[config.mk]
export PLATFORM = sky130hd
export DESIGN_NAME = data_sampler_mv_flat
export DESIGN_NICKNAME = d
export VERILOG_FILES = /design/src/rtl/data_sampler_mv_if.sv /design/src/rtl/data_sampler_mv.sv /design/src/flat_wrapper.sv
export SDC_FILE = /design/constraint.sdc
export NUM_CORES = 1
export LEC_CHECK = 0
export CORE_AREA = 2 2 51 77
export DETAILED_ROUTE_END_ITERATION = 12
export DIE_AREA = 0 0 53 79
export PLACE_DENSITY = 0.54
export RECOVER_POWER = 50
export SYNTH_ARGS = -nofsm -noshare
export SYNTH_HDL_FRONTEND = slang
export SYNTH_SLANG_ARGS = --single-unit
[constraint.sdc]
create_clock -name clk -period 3.3 [get_ports clk]
set_clock_uncertainty 0.05 [all_clocks]
set_input_delay 0.33 -clock clk [delete_from_list [all_inputs] [get_ports clk]]
set_output_delay 0.33 -clock clk [all_outputs]
set_load 0.05 [all_outputs]
[src/rtl/data_sampler_mv_if.sv]
// Serial-sample bus between the RX FSM side (master) and the bit sampler (slave).
// Carries bit-timing inputs from the edge counter and the registered per-bit sample results.
interface data_sampler_mv_if #(
  parameter int PRESCALE_WIDTH = 6
);
  logic [PRESCALE_WIDTH-1:0] prescale;
  logic [PRESCALE_WIDTH-1:0] edge_cnt;
  logic                      dat_samp_en;
  logic                      rx_in;
  logic                      sampled_bit;
  logic                      sample_valid;
  logic                      noise_flag;
  logic                      prescale_err;

  modport master (
    output prescale, edge_cnt, dat_samp_en, rx_in,
    input  sampled_bit, sample_valid, noise_flag, prescale_err
  );

  modport slave (
    input  prescale, edge_cnt, dat_samp_en, rx_in,
    output sampled_bit, sample_valid, noise_flag, prescale_err
  );
endinterface

[src/rtl/data_sampler_mv.sv]
// UART RX bit sampler: oversamples rx around the bit centre, optional 2-of-3 vote, noise flag.
// Result/strobe registered one cycle after the last sample point; no backpressure, strobe is fire-and-forget.
module data_sampler_mv #(
  parameter int PRESCALE_WIDTH = 6,
  parameter int SYNC_STAGES    = 2,
  parameter int MAJORITY       = 1
) (
  input  logic             clk,
  input  logic             reset,
  data_sampler_mv_if.slave bus
);
  typedef logic [PRESCALE_WIDTH-1:0] cnt_t;
  typedef enum logic [1:0] {IDLE, COLLECT, DONE} state_t;

  state_t     state_q;
  logic [1:0] count_q;
  logic [1:0] samp_q;
  logic       sampled_bit_q;
  logic       sample_valid_q;
  logic       noise_flag_q;
  logic       prescale_err_q;

  logic rx_s;
  cnt_t mid;
  cnt_t pt_first;
  cnt_t pt_next;
  logic err_d;
  logic start_hit;
  logic collect_hit;
  logic rearm_d;
  logic vote_d;
  logic noise_d;

  // The upstream edge counter is aligned to the synchronised line, not the raw pin.
  if (SYNC_STAGES == 0) begin : g_direct
    assign rx_s = bus.rx_in;
  end else begin : g_sync
    logic [SYNC_STAGES-1:0] sync_q;
    always_ff @(posedge clk) begin
      if (reset) begin
        sync_q <= '1;
      end else begin
        sync_q[0] <= bus.rx_in;
        for (int i = 1; i < SYNC_STAGES; i++) begin
          sync_q[i] <= sync_q[i-1];
        end
      end
    end
    assign rx_s = sync_q[SYNC_STAGES-1];
  end

  always_comb begin
    err_d = bus.prescale[0];
    if (MAJORITY != 0) begin
      err_d = err_d | (bus.prescale < cnt_t'(4));
    end else begin
      err_d = err_d | (bus.prescale < cnt_t'(2));
    end
  end

  assign mid         = (bus.prescale >> 1) - cnt_t'(1);
  assign pt_first    = (MAJORITY != 0) ? mid - cnt_t'(1) : mid;
  assign pt_next     = pt_first + cnt_t'(count_q);
  assign start_hit   = bus.dat_samp_en && (bus.edge_cnt == pt_first);
  assign collect_hit = (bus.edge_cnt == pt_next);

  // The third sample is voted straight from the line, never stored.
  always_comb begin
    if (MAJORITY != 0) begin
      vote_d  = (samp_q[0] & samp_q[1]) | (samp_q[0] & rx_s) | (samp_q[1] & rx_s);
      noise_d = !((samp_q[0] == samp_q[1]) && (samp_q[1] == rx_s));
    end else begin
      vote_d  = rx_s;
      noise_d = 1'b0;
    end
  end

  // edge_cnt == 0 re-arms in the same cycle so a first point at 0 (prescale 4) is not lost.
  always_comb begin
    rearm_d = 1'b0;
    case (state_q)
      IDLE:    rearm_d = 1'b1;
      COLLECT: rearm_d = bus.dat_samp_en && !collect_hit && (bus.edge_cnt == '0);
      DONE:    rearm_d = bus.dat_samp_en && (bus.edge_cnt == '0);
      default: rearm_d = 1'b1;
    endcase
  end

  always_ff @(posedge clk) begin
    if (reset) begin
      state_q        <= IDLE;
      count_q        <= 2'd0;
      samp_q         <= 2'b00;
      sampled_bit_q  <= 1'b1;
      sample_valid_q <= 1'b0;
      noise_flag_q   <= 1'b0;
      prescale_err_q <= 1'b0;
    end else begin
      prescale_err_q <= err_d;
      sample_valid_q <= 1'b0;
      if (err_d) begin
        state_q <= IDLE;
        count_q <= 2'd0;
      end else if (rearm_d) begin
        if (start_hit) begin
          samp_q[0] <= rx_s;
          if (MAJORITY != 0) begin
            state_q <= COLLECT;
            count_q <= 2'd1;
          end else begin
            sampled_bit_q  <= vote_d;
            noise_flag_q   <= noise_d;
            sample_valid_q <= 1'b1;
            state_q        <= DONE;
            count_q        <= 2'd0;
          end
        end else begin
          state_q <= IDLE;
          count_q <= 2'd0;
        end
      end else if (!bus.dat_samp_en) begin
        state_q <= IDLE;
        count_q <= 2'd0;
      end else if ((state_q == COLLECT) && collect_hit) begin
        if (count_q == 2'd2) begin
          sampled_bit_q  <= vote_d;
          noise_flag_q   <= noise_d;
          sample_valid_q <= 1'b1;
          state_q        <= DONE;
          count_q        <= 2'd0;
        end else begin
          samp_q[count_q[0]] <= rx_s;
          count_q            <= count_q + 2'd1;
        end
      end
    end
  end

  assign bus.sampled_bit  = sampled_bit_q;
  assign bus.sample_valid = sample_valid_q;
  assign bus.noise_flag   = noise_flag_q;
  assign bus.prescale_err = prescale_err_q;
endmodule

[src/flat_wrapper.sv]
// flat-port wrapper written by rule: the top's interface ports become plain ports
module data_sampler_mv_flat 
#(
  parameter int PRESCALE_WIDTH = 6,
  parameter int SYNC_STAGES    = 2,
  parameter int MAJORITY       = 1
)
  (clk, reset, bus_prescale, bus_edge_cnt, bus_dat_samp_en, bus_rx_in, bus_sampled_bit, bus_sample_valid, bus_noise_flag, bus_prescale_err);
  data_sampler_mv_if #(.PRESCALE_WIDTH(PRESCALE_WIDTH)) bus_i ();
  input  logic clk;
  input  logic reset;
  input wire logic [$bits(bus_i.prescale)-1:0] bus_prescale;
  input wire logic [$bits(bus_i.edge_cnt)-1:0] bus_edge_cnt;
  input wire logic [$bits(bus_i.dat_samp_en)-1:0] bus_dat_samp_en;
  input wire logic [$bits(bus_i.rx_in)-1:0] bus_rx_in;
  output wire logic [$bits(bus_i.sampled_bit)-1:0] bus_sampled_bit;
  output wire logic [$bits(bus_i.sample_valid)-1:0] bus_sample_valid;
  output wire logic [$bits(bus_i.noise_flag)-1:0] bus_noise_flag;
  output wire logic [$bits(bus_i.prescale_err)-1:0] bus_prescale_err;
  assign bus_i.prescale = bus_prescale;
  assign bus_i.edge_cnt = bus_edge_cnt;
  assign bus_i.dat_samp_en = bus_dat_samp_en;
  assign bus_i.rx_in = bus_rx_in;
  assign bus_sampled_bit = bus_i.sampled_bit;
  assign bus_sample_valid = bus_i.sample_valid;
  assign bus_noise_flag = bus_i.noise_flag;
  assign bus_prescale_err = bus_i.prescale_err;
  data_sampler_mv #(.PRESCALE_WIDTH(PRESCALE_WIDTH), .SYNC_STAGES(SYNC_STAGES), .MAJORITY(MAJORITY)) u_core (.clk(clk), .reset(reset), .bus(bus_i));
endmodule
==> impl_results.md <==
* Run status: complete, no violations
* Power per standard cell area at 289 nW/um2
* Root buf cell: clkbuf_8
* Clk pwr share at 39.9%
* Inserted Diodes at 0
* Number of buffers inserted by port buffering at 19
* Sort of element at the end of the critical path: flop
* Number of flops mapped to enable cells by yosys at 0
* Worst hold-check path type: flop to flop
* Post-CTS Resized at 0
* I/O pin count at 20
* Total half-perimeter wirelength after legalization and detailed placement at 2.04 mm
* End of the worst register-to-register path: u_core.bus.sampled_bit
* Antenna violations before repair at 0
* Total leakage power at 0.479 nW
* Vias at 912
* Design internal power at 0.295 mW
* # H-tree levels at 1
* Core Rows at 27
* Asr flop ratio synth at 0%
* Synthesis Warnings at 0
* Die area at 4190 um2
* Area of the mapped netlist at 1030 um2
* Weighted congestion at the end of routability-driven global placement at 0.798
* Number of hold-slack violations in the final timing report at 0
* Number of buffers inserted by hold repair at cts at 0
* Hold_sp: u_core.g_sync.sync_q[0]
* Biggest cell delay along the critical path at 0.50 ns
* GRT overflow at 0
* Buffer and inverter count on the worst path at 2
* Top cell type by total area after synthesis: dfxtp_1
* Startpoint of the most critical register-to-register path: u_core.count_q[0]
* Clock buffer count from CTS at 3
* Remaining antenna violation count at 0
* Horiz. Die Dim at 53 um
* Detailed Route WL at 2.41 mm
* 1st-iter DRT viols at 8
* Commonest register cell after synthesis: dfxtp_1
* Cell variety after synth at 42
* Hold EP: u_core.g_sync.sync_q[1]
* Routed via count divided by cell count at 5.07
* Part of the total power dissipated in sequential elements at 38.2%
* Largest net degree at the start of global routing at 12
* Area share of the leading cell type in the synthesized netlist at 23.4%
* Post-synthesis area per instance at 9.08 um2
* Data required, critical path at 3.37 ns
* Area Overhead vs Synth at 30.5%
* Layout net count at 162
* Vertical die dimension at 79 um
* Wire length of the first global-routing pass at 4.20 mm
* Combinational share of power at 21.9%
* Finish-stage setup viols at 0
* Via count of the first global-routing pass at 978
* Deepest clock path buffer count at 2
* Dominant delay contributor by cell family on the critical path: adder cells
* Post-synth net total at 137
* Seq cells post-synth at 12
* Switching power summed over all nets at 0.0920 mW
* Synthesized netlist cell count at 113
* Clock tree from TritonCTS: built
* Data arrival time of the worst path at 3.09 ns
* Number of buffers inserted to repair setup after CTS at 0
* Share of the cycle needed by the critical path after routing at 91.4%
* Core Box Area at 3550 um2
* Most used standard cell by instance count after synthesis: dfxtp_1
* Initial core utilization at 28.9%
* Total track usage at 13.2%
* Largest cells by area after synthesis: dfxtp_1 23%, ha_1 8.5%, xnor2_1 5.1%
* CP cell instances: clkdlybuf4s50_1 -> ha_1 -> inv_1 -> fa_1 -> xor2_1 -> o31a_1 -> or3b_4 -> a211oi_4 -> mux2i_1 -> nand2b_1
* Maximum ir drop on the vdd rail at 219 uV
* Setup repair after global routing missed its margin: no
* Number of DRC violations after detailed routing at 0
* Max Cap Violations at 0
* Clock edge transition at the registers on the reported setup and hold paths at 0.05 ns
* Top fanout value on the critical path at 6
* Max Clk Rate at 332 MHz
* Final-report max-slew violation count at 0
* Register-to-Register Setup Slack at 0.44 ns
* Worst Hold Path Cells at 1
* Worst slew pin tran at 0.502 ns
* Commonest cells post-synth: 12 x dfxtp_1, 11 x nor2_1, 9 x inv_1, 7 x ha_1, 6 x xnor2_1
* Setup_tns at 0 ns
* Switching power as a share of total power at 23.8%
* Detailed-router iteration count before antenna repair at 4
* Sequential share of the synthesized area at 23.4%
* Clock latency on the worst-skew pair at 0.23 ns
* Total number of clock tree sinks at 12
* Critical-path top delay cell: clkdlybuf4s50_1
* Kind of launch point of the worst setup path: input port
* Depth of the most critical reg-to-reg path at 9
* Min Clock Period, post-route at 3.02 ns
* Worst slew margin relative to its limit at 66.4%
* Proportion of layout cells with a drive suffix above 1 at 13.1%
* Category of the critical setup timing path: input port to flop
* DR WL/cell at 13.4 um
* Hold slack final at 0.363 ns
[through the flow]
stage | instances | setup WS (ns) | power [mW] | cell area, um2 | util, %
CTS | 180 | 0.280 | 0.396 | 1340 | 37.7
global route | 180 | 0.0761 | 0.408 | 1340 | 37.7
finish | 180 | 0.284 | 0.387 | 1340 | 37.7
floorplan | 113 | 0.652 | 0.200 | 1030 | -
detailed placement | 176 | 0.0232 | 0.236 | 1280 | 36.2
global placement | 176 | 0.0718 | 0.235 | 1280 | 36.2
[layer usage]
layer  track usage, %  wire (um)  vias to the layer above
met3             1.88        110                        4
li1                 -          -                      459
met1             13.5        902                      431
met2             25.1       1350                       18
met5                0          0                        -
met4             5.64         44                        0
[power by group through the flow]
stage                     sequential, mW  combinational [mW]  clock, mW
after floorplan                    0.153              0.0461          0
after global placement             0.151              0.0841          0
after detailed placement           0.151              0.0851          0
after CTS                          0.148              0.0856      0.162
after global routing               0.148              0.0924      0.168
final                              0.148              0.0846      0.155
[final cells by class]
type | count | area, um2
clock buffer | 4 | 55.1
fill | 381 | 2210
inverter | 9 | 33.8
multi-input combinational | 90 | 743
sequential | 12 | 240
tap | 43 | 53.8
timing repair buffer | 22 | 213
[worst max path at each step]
stage / cells past startpoint / from / end / slack, ns
after floorplan: 9 / u_core.count_q[0] / u_core.bus.sampled_bit / 0.65
after global placement: 10 / bus_prescale[1] / u_core.bus.sampled_bit / 0.07
after detailed placement: 10 / bus_prescale[1] / u_core.samp_q[0] / 0.02
after CTS: 10 / bus_prescale[1] / u_core.bus.sampled_bit / 0.28
after global routing: 10 / bus_prescale[2] / u_core.samp_q[0] / 0.08
final: 10 / bus_prescale[1] / u_core.bus.sampled_bit / 0.28
[state kept, by name (all words and copies together), names as in the netlist]
register                 flops
u_core.state_q               2
u_core.bus.sampled_bit       1
u_core.samp_q                2
u_core.bus.noise_flag        1
u_core.bus.prescale_err      1
u_core.count_q               2
u_core.g_sync.sync_q         2
u_core.bus.sample_valid      1
[logic make-up after synthesis]
family / share of synthesized area (%)
buf+inv: 4.15
simple gates: 23.7
flops: 23.4
fa+ha+maj: 10.5
xor+xnor: 13.8
compound gates: 20.6
mux: 3.90
[cells in the final DEF, fill, tap and decap left out, types with 5 or more instances in the layout]
master,count
nand2b_1,5
nor2_1,11
nand2_1,5
xor2_1,5
ha_1,7
dfxtp_1,12
clkdlybuf4s50_1,14
xnor2_1,6
inv_1,9
dlygate4sd3_1,5
Note: power is estimated with default switching activity, not from simulation.
